[config.mk]
export PLATFORM = sky130hd
export DESIGN_NAME = ssp_host
export DESIGN_NICKNAME = d
export VERILOG_FILES = /design/src/rtl/ssp_pkg.sv /design/src/rtl/ssp_flush_timer.sv /design/src/rtl/ssp_host.sv
export SDC_FILE = /design/constraint.sdc
export NUM_CORES = 1
export LEC_CHECK = 0
export ABC_AREA = 1
export CAP_MARGIN = 20
export CORE_ASPECT_RATIO = 0.8
export CORE_UTILIZATION = 50
export CTS_CLUSTER_SIZE = 30
export DETAILED_ROUTE_END_ITERATION = 16
export PLACE_DENSITY = 0.89
export REMOVE_ABC_BUFFERS = 1
export SYNTH_ARGS = -nofsm -noshare
export SYNTH_HDL_FRONTEND = slang
export SYNTH_SLANG_ARGS = --single-unit
[constraint.sdc]
create_clock -name PCLK -period 2.3 [get_ports PCLK]
set_input_delay 0.46 -clock PCLK [delete_from_list [all_inputs] [get_ports PCLK]]
set_output_delay 0.46 -clock PCLK [all_outputs]
set_load 0.02 [all_outputs]
[src/rtl/ssp_pkg.sv]
// Shared types and constants for the SSP bus-side initiator.
// Latency: n/a (declarations only).
// Backpressure: n/a.
package ssp_pkg;

    // Default depth of the SSP TX/RX FIFOs, and the cap on outstanding bytes.
    localparam int FIFO_DEPTH_DEFAULT = 4;

    // Number of idle (PSEL=0) cycles inserted after every access.
    localparam int ACCESS_GAP = 1;

    // Width needed to count 0..depth inclusive.
    function automatic int pend_width(input int depth);
        return $clog2(depth + 1);
    endfunction

    localparam int PEND_W = pend_width(FIFO_DEPTH_DEFAULT);

    typedef enum logic [1:0] {
        IDLE  = 2'd0,
        WRITE = 2'd1,
        READ  = 2'd2,
        GAP   = 2'd3
    } state_e;

endpackage

[src/rtl/ssp_flush_timer.sv]
// Saturating idle counter; expired_o once MAX_CNT enabled cycles pass without a clear.
// Latency: expired_o rises the cycle after the MAX_CNT-th counting edge.
// Backpressure: none; clear has priority over counting.
module ssp_flush_timer #(
    parameter int MAX_CNT = 128
) (
    input  logic PCLK,
    input  logic CLEAR_B,
    input  logic clr_i,
    input  logic en_i,
    output logic expired_o
);

    localparam int W = $clog2(MAX_CNT + 1);
    localparam logic [W-1:0] MAX_C = W'(MAX_CNT);

    logic [W-1:0] cnt_q;

    // Count enabled cycles, stick at MAX_CNT, restart from zero on clear.
    always_ff @(posedge PCLK or negedge CLEAR_B) begin
        if (!CLEAR_B) begin
            cnt_q <= '0;
        end else if (clr_i) begin
            cnt_q <= '0;
        end else if (en_i && (cnt_q != MAX_C)) begin
            cnt_q <= cnt_q + W'(1);
        end
    end

    assign expired_o = (cnt_q == MAX_C);

endmodule

[src/rtl/ssp_host.sv]
// Byte stream <-> SSP FIFO bridge: writes TX bytes, drains RX on RX-full or idle timeout.
// Latency: accepted byte reaches PSEL next cycle; one access then one gap cycle, always.
// Backpressure: in_ready drops at FIFO_DEPTH outstanding, TX full or during a drain; reads wait for out_ready.
module ssp_host
    import ssp_pkg::*;
#(
    parameter int FIFO_DEPTH   = FIFO_DEPTH_DEFAULT,
    parameter int FLUSH_CYCLES = 128
) (
    input  logic       PCLK,
    input  logic       CLEAR_B,
    input  logic       in_valid,
    input  logic [7:0] in_data,
    output logic       in_ready,
    output logic       out_valid,
    output logic [7:0] out_data,
    input  logic       out_ready,
    output logic       PSEL,
    output logic       PWRITE,
    output logic [7:0] PWDATA,
    input  logic [7:0] PRDATA,
    input  logic       SSPTXINTR,
    input  logic       SSPRXINTR,
    output logic       busy
);

    localparam int CNT_W = pend_width(FIFO_DEPTH);
    localparam logic [CNT_W-1:0] DEPTH_C = CNT_W'(FIFO_DEPTH);
    localparam logic [1:0] GAP_LAST = 2'(ACCESS_GAP - 1);

    state_e           state_q;
    logic             psel_q;
    logic             pwrite_q;
    logic [7:0]       pwdata_q;
    logic             out_valid_q;
    logic [7:0]       out_data_q;
    logic [CNT_W-1:0] pending_q;   // written to the SSP, not yet read back
    logic [CNT_W-1:0] drain_q;     // reads still owed by the current drain
    logic [1:0]       gap_q;

    logic is_idle;
    logic drain_zero;
    logic load_cond;
    logic do_read;
    logic do_load;
    logic do_write;
    logic tmr_clr;
    logic tmr_en;
    logic expired;

    // IDLE decision, in priority order: finish a drain, start a drain, accept a byte.
    always_comb begin
        is_idle    = (state_q == IDLE);
        drain_zero = (drain_q == '0);
        load_cond  = SSPRXINTR || (expired && (pending_q != '0));
        do_read    = is_idle && !drain_zero && !out_valid_q;
        do_load    = is_idle && drain_zero && load_cond;
        do_write   = is_idle && drain_zero && !load_cond && in_valid &&
                     !SSPTXINTR && (pending_q < DEPTH_C);
        // Timer only runs while bytes sit in the SSP; any write or drain restarts it.
        tmr_clr    = (state_q == WRITE) || do_load || (pending_q == '0);
        tmr_en     = (pending_q != '0);
    end

    ssp_flush_timer #(
        .MAX_CNT (FLUSH_CYCLES)
    ) u_flush_timer (
        .PCLK      (PCLK),
        .CLEAR_B   (CLEAR_B),
        .clr_i     (tmr_clr),
        .en_i      (tmr_en),
        .expired_o (expired)
    );

    // Access sequencer: every PSEL pulse is one cycle long and followed by a gap.
    always_ff @(posedge PCLK or negedge CLEAR_B) begin
        if (!CLEAR_B) begin
            state_q     <= IDLE;
            psel_q      <= 1'b0;
            pwrite_q    <= 1'b0;
            pwdata_q    <= 8'h00;
            out_valid_q <= 1'b0;
            out_data_q  <= 8'h00;
            pending_q   <= '0;
            drain_q     <= '0;
            gap_q       <= 2'd0;
        end else begin
            if (out_valid_q && out_ready) begin
                out_valid_q <= 1'b0;
            end
            case (state_q)
                IDLE: begin
                    if (do_read) begin
                        psel_q   <= 1'b1;
                        pwrite_q <= 1'b0;
                        state_q  <= READ;
                    end else if (do_load) begin
                        drain_q <= pending_q;
                    end else if (do_write) begin
                        psel_q   <= 1'b1;
                        pwrite_q <= 1'b1;
                        pwdata_q <= in_data;
                        state_q  <= WRITE;
                    end
                end
                WRITE: begin
                    pending_q <= pending_q + CNT_W'(1);
                    psel_q    <= 1'b0;
                    gap_q     <= 2'd0;
                    state_q   <= GAP;
                end
                READ: begin
                    // out_valid is known to be 0 here: reads only launch when it is.
                    out_data_q  <= PRDATA;
                    out_valid_q <= 1'b1;
                    pending_q   <= pending_q - CNT_W'(1);
                    drain_q     <= drain_q - CNT_W'(1);
                    psel_q      <= 1'b0;
                    gap_q       <= 2'd0;
                    state_q     <= GAP;
                end
                GAP: begin
                    if (gap_q == GAP_LAST) begin
                        state_q <= IDLE;
                    end else begin
                        gap_q <= gap_q + 2'd1;
                    end
                end
                default: begin
                    state_q <= IDLE;
                end
            endcase
        end
    end

    assign in_ready  = do_write;
    assign PSEL      = psel_q;
    assign PWRITE    = pwrite_q;
    assign PWDATA    = pwdata_q;
    assign out_valid = out_valid_q;
    assign out_data  = out_data_q;
    assign busy      = (pending_q != '0) || (state_q != IDLE);

endmodule

After elaboration in Yosys (flattened, before gate mapping)
Cells that the tools add are included.
{ "op_classes": {"n_eq_ne": 12, "reduce_logical": 39, "bitwise_logic": 2, "add_sub_neg": 5, "n_mux": 20, "order_cmp": 1} }
{ "op_table": {"columns": ["cell", "count"], "rows": [
  ["$mux 8", 2],
  ["$reduce_bool 2->1", 8],
  ["$pmux 3 s2", 2],
  ["$reduce_and 3->1", 4],
  ["$logic_and 1x1->1", 11],
  ["$mux 2", 5],
  ["$add 8x1->8 const B", 1],
  ["$eq 8x8->1 const B", 1],
  ["$ne 2x2->1 const B", 4],
  ["$ne 8x8->1 const B", 1],
  ["$logic_not 3->1", 2],
  ["$mux 1", 6],
  ["$mux 3", 2],
  ["$pmux 2 s3", 1],
  ["$sub 3x1->3 const B", 2],
  ["$eq 2x2->1 const B", 2],
  ["$logic_not 1->1", 4],
  ["$logic_not 2->1", 2],
  ["$logic_or 1x1->1", 4],
  ["$pmux 2 s2", 1],
  ["$reduce_and 4->1", 1],
  ["$add 3x1->3 const B", 1],
  ["$lt 3x3->1 const B", 1],
  ["$ne 3x2->1 const B", 1],
  ["9 further kinds", 10]
]} }
{ "word_totals": {"inputBits": 22, "register_bits": 37, "elab_cells": 89, "out_inout_bits": 21} }

Longest topological paths before layout
{ "depth": {"word_depth": 12, "mapped_depth": 11, "mapped_depth_nobuf": 11} }

By module
Synthesis repeated with hierarchy kept, for this count alone.
{ "hier_totals": {"hier_cells": 239, "area_unflattened_um2": 1960.6} }
{ "modules_own_cells": {"columns": ["module", "n_inst", "cells_per_inst", "seq_area_each_um2", "area_per_inst_um2"], "rows": [
  ["ssp_host", 1, 170, 725.7, 1457.6],
  ["ssp_flush_timer", 1, 69, 200.2, 503.0]
]} }

Worst setup path after synthesis
No wires, ideal clock.
{ "synth_path": {"path_kind": "register to register", "startpoint": "reg state_q[0]", "endpoint": "reg pending_q[2]", "setup_ns": 0.131, "stages_incl_launch_ff": 9, "path_buffers": 1, "arrival_ns": 1.701, "synth_period_minus_slack_ns": 1.832, "t_required_ns": 2.169, "setup_slack_ns": 0.468, "cell_sequence": "dfrtp_1 > inv_1 > ha_1 > inv_1 > clkbuf_1 > fa_1 > a21oi_1 > o21ai_0 > xor2_1"} }
{ "synth_between": {"elab_chain_cells": 2, "word_cells_on_any_way": 4, "cone_classes": "eq/ne (2); mux (1); reduce/logical (1)"} }
{ "synth_rtl": {"columns": ["item", "line", "source"], "rows": [
  ["start, declared", "ssp_host.sv:31", "state_e state_q;"],
  ["start signal, assigned", "ssp_host.sv:78", "state_q <= IDLE;"],
  ["start signal, assigned", "ssp_host.sv:96", "state_q <= READ;"],
  ["start signal, assigned", "ssp_host.sv:103", "state_q <= WRITE;"],
  ["$eq 2x2->1 / $eq 2x1->1 (equally long branches)", "ssp_host.sv:91", "case (state_q)"],
  ["$pmux 3 s2 / $reduce_bool 2->1 (equally long branches)", null, null],
  ["end signal, assigned", "ssp_host.sv:107", "pending_q <= pending_q + CNT_W'(1);"],
  ["end signal, assigned", "ssp_host.sv:116", "pending_q <= pending_q - CNT_W'(1);"],
  ["end, declared", "ssp_host.sv:37", "logic [CNT_W-1:0] pending_q;"]
]} }
Several ways; a longest one is shown, not always the timed one.
A chain may end at the register's enable or synchronous reset.

Worst setup path after layout
{ "layout_path": {"startpoint": "reg drain_q[0]", "endpoint": "out in_ready"} }
{ "layout_between": {"elab_chain_cells": 6} }
{ "layout_rtl": {"columns": ["item", "line", "source"], "rows": [
  ["start, declared", "ssp_host.sv:38", "logic [CNT_W-1:0] drain_q;"],
  ["start signal, assigned", "ssp_host.sv:98", "drain_q <= pending_q;"],
  ["start signal, assigned", "ssp_host.sv:117", "drain_q <= drain_q - CNT_W'(1);"],
  ["$logic_not 3->1", "ssp_host.sv:54", "drain_zero = (drain_q == '0);"],
  ["$logic_and 1x1->1 (4 in a row)", "ssp_host.sv:58", "do_write = is_idle && drain_zero && !load_cond && in_valid &&"],
  ["$logic_and 1x1->1", "ssp_host.sv:59", "!SSPTXINTR && (pending_q < DEPTH_C);"],
  ["end, declared", "ssp_host.sv:14", "output logic in_ready,"]
]} }
No other way between the ends.

==> flow_summary.ini <==
[grt]
overflow = 0
grt_pass1_wl_microns = 6872
antenna_found_initial = 0
grt_start_max_net_pins = 38
grt_pass1_vias = 1598
grtUsageTotal = 0.2182

[cells_and_area]
finish.instance_area_sq_um = 2525
drive_above_1_share = 0.1606
final_cells = 316
nNetsFinal = 306
area.growth.synth_to_final_pct = 30.03
n_antenna_cell = 0
most-common-layout-cells = nand2_1 (72), clkdlybuf4s50_1 (39), dfrtp_1 (37), inv_1 (27), o21ai_0 (13)
layout_commonest_cell = nand2_1
post-route-util = 0.7081

[cts]
cts_setup_buffers = 0
clkTransAtPathRegs_ps = 70
holdBufCountCts = 0
cts_tree = done
cts-buffers-inserted = 5
htreeDepth = 2
insertion_delay_ps = 290
cts.sinks = 37
root_buffer = clkbuf_8
cts_buffer_depth = 2

[detailed_routing]
drtIter0Drc = 96
drc_errors = 0
post_drt_wl_per_cell_microns = 12.22
ant_nets = 0
firstDrtPassIters = 4
num_vias = 1607
viasPerCell = 5.085
finalWirelength_microns = 3863

[sta]
maxSlewViolCount = 0
relSlewSlack = 0.4671
fmax_ghz = 0.4742
min_period_over_period = 0.9168
finalSetupViolations = 0
rsz0062_at_grt = no
fin_worst_skew_ps = 4.832
worst_pin_slew_ps = 799.4
layout_min_cycle_time_ps = 2109
timing.final.ws_setup_ps = 191.3
hold_violations = 0

[synth]
synth-seq-cells = 37
synth-edff-count = 0
yosysSeqAreaShare = 0.4768
syn_area_per_cell_sq_um = 8.747
ys.warnings.count = 0
synthFlopType = dfrtp_1
synthDistinctLibCells = 31
synthCells = 222
synth_async_sr_flop_share = 1.000
syn_area_sq_um = 1942

[placement]
gp_congestion = 0.8623
post-place-ws_ps = -155.4
dp_hpwl_microns = 2884
dp_cells = 309
dpl-instance-area_sq_um = 2436
io_buffers = 42

[floorplanning]
core_sq_um = 3566
die_x_microns = 71.68
die_y_microns = 57.74
design.die.area_sq_um = 4139
num_io_pins = 43
start_util = 0.5446
rows = 19

[hold_path]
hold_class = input pin to async pin

[setup_path]
end_kind = primary output
crit_required_ps = 1840
startpoint_type = flop
crit_type = flop to primary output
critPathMaxFanout = 3
arrival_ps = 1650

[outcome]
status = completed

[power]
pwr_density_cell_nw_per_um2 = 1324
ir_worst_vdd_uv = 935.5
p_leak_nw = 1.224

[run]
drv_cap = 0
kinds of logic (layout without fill, tap and decap cells):
kind of cell / count (synthesis) / in the layout / share of synthesized area
DFF: 37 / 37 / 0.4768
xor gates and xnor gates: 4 / 4 / 0.01804
and+or+nand+nor: 114 / 114 / 0.2957
AOI/OAI and AO/OA: 21 / 21 / 0.06379
buffers and inverters: 36 / 88 / 0.07732
adders and majority gates: 10 / 10 / 0.06830
flip-flops by register name, indices dropped and copies added (netlist names), 2 cells and up:
register / cells
drain_q: 3
out_data: 8
PWDATA: 8
gap_q: 2
pending_q: 3
state_q: 2
u_flush_timer.cnt_q: 8
synthesized netlist by cell type, types with 2 or more instances:
cell	count	share of area
nor2_2	3	0.0097
nand2_2	4	0.013
nand2_1	72	0.14
inv_1	27	0.052
nor2_1	4	0.0077
nand4_1	4	0.013
nor4_1	2	0.0064
a21oi_1	2	0.0052
nor3_2	5	0.026
nand3_1	9	0.023
xor2_1	3	0.014
inv_2	5	0.0097
nand3_2	3	0.015
clkbuf_1	2	0.0039
o21ai_1	3	0.0077
nand3_4	2	0.018
dfrtp_1	37	0.48
ha_1	9	0.058
o21ai_0	13	0.034
or2_2	2	0.0064
routing by layer:
metal / vias to the layer above / track usage / wire length, microns
li1: 800 / - / -
met1: 757 / 0.2895 / 1828
met4: 0 / 0.06723 / 41
met2: 43 / 0.3437 / 1792
met3: 7 / 0.07304 / 200
met5: - / 0 / 0
cell type report:
type,instances,area (sq um)
multi-input cells,149,870.8
repair buffers,48,454.2
clock inverters,1,7.507
inverters,33,131.4
fillers,255,1041
clock buffers,6,82.58
flip-flops and latches,37,925.9
well taps,42,52.55
critical path, cell delays in order (launching register included):
cell     delay [ps]
dfrtp_1         370
inv_1           100
ha_1            150
inv_1            60
nor2_4          120
nand2_2          80
nor2_2           90
nand3_2         150
inv_8            70
buf_2           160
through the flow:
step                total power [mW]  hold WS, ps  TNS [ps]
finish                         3.344        252.1         0
global route                   3.613        319.7         0
CTS                            3.354        275.7         0
detailed placement             2.874        462.2    -155.4
global placement               2.822        456.2    -168.4
floorplan                      2.218        164.4         0
final timing paths:
path                                   from                      to  slack [ps]  depth (start not counted)
worst max-delay path             drain_q[0]                in_ready         190                          9
worst min-delay path                CLEAR_B             out_data[7]         250                          1
worst max register to register   drain_q[0]              state_q[1]         570                         12
worst min register to register  out_data[1]             out_data[1]         470                          2
max in group asynchronous           CLEAR_B  u_flush_timer.cnt_q[2]        1540                          1
min in group PCLK               out_data[1]             out_data[1]         470                          2
what timing repair did:
item,CTS,global route
pin swaps,0,0
endpoints found under the setup margin,2,1
gates resized for setup,4,2
power breakdown:
part	internal, mW	switching, mW
registers	0.923	0.170
clock network	0.237	0.225
logic	0.741	1.05
No activity file was read; power rests on OpenSTA's default activity.
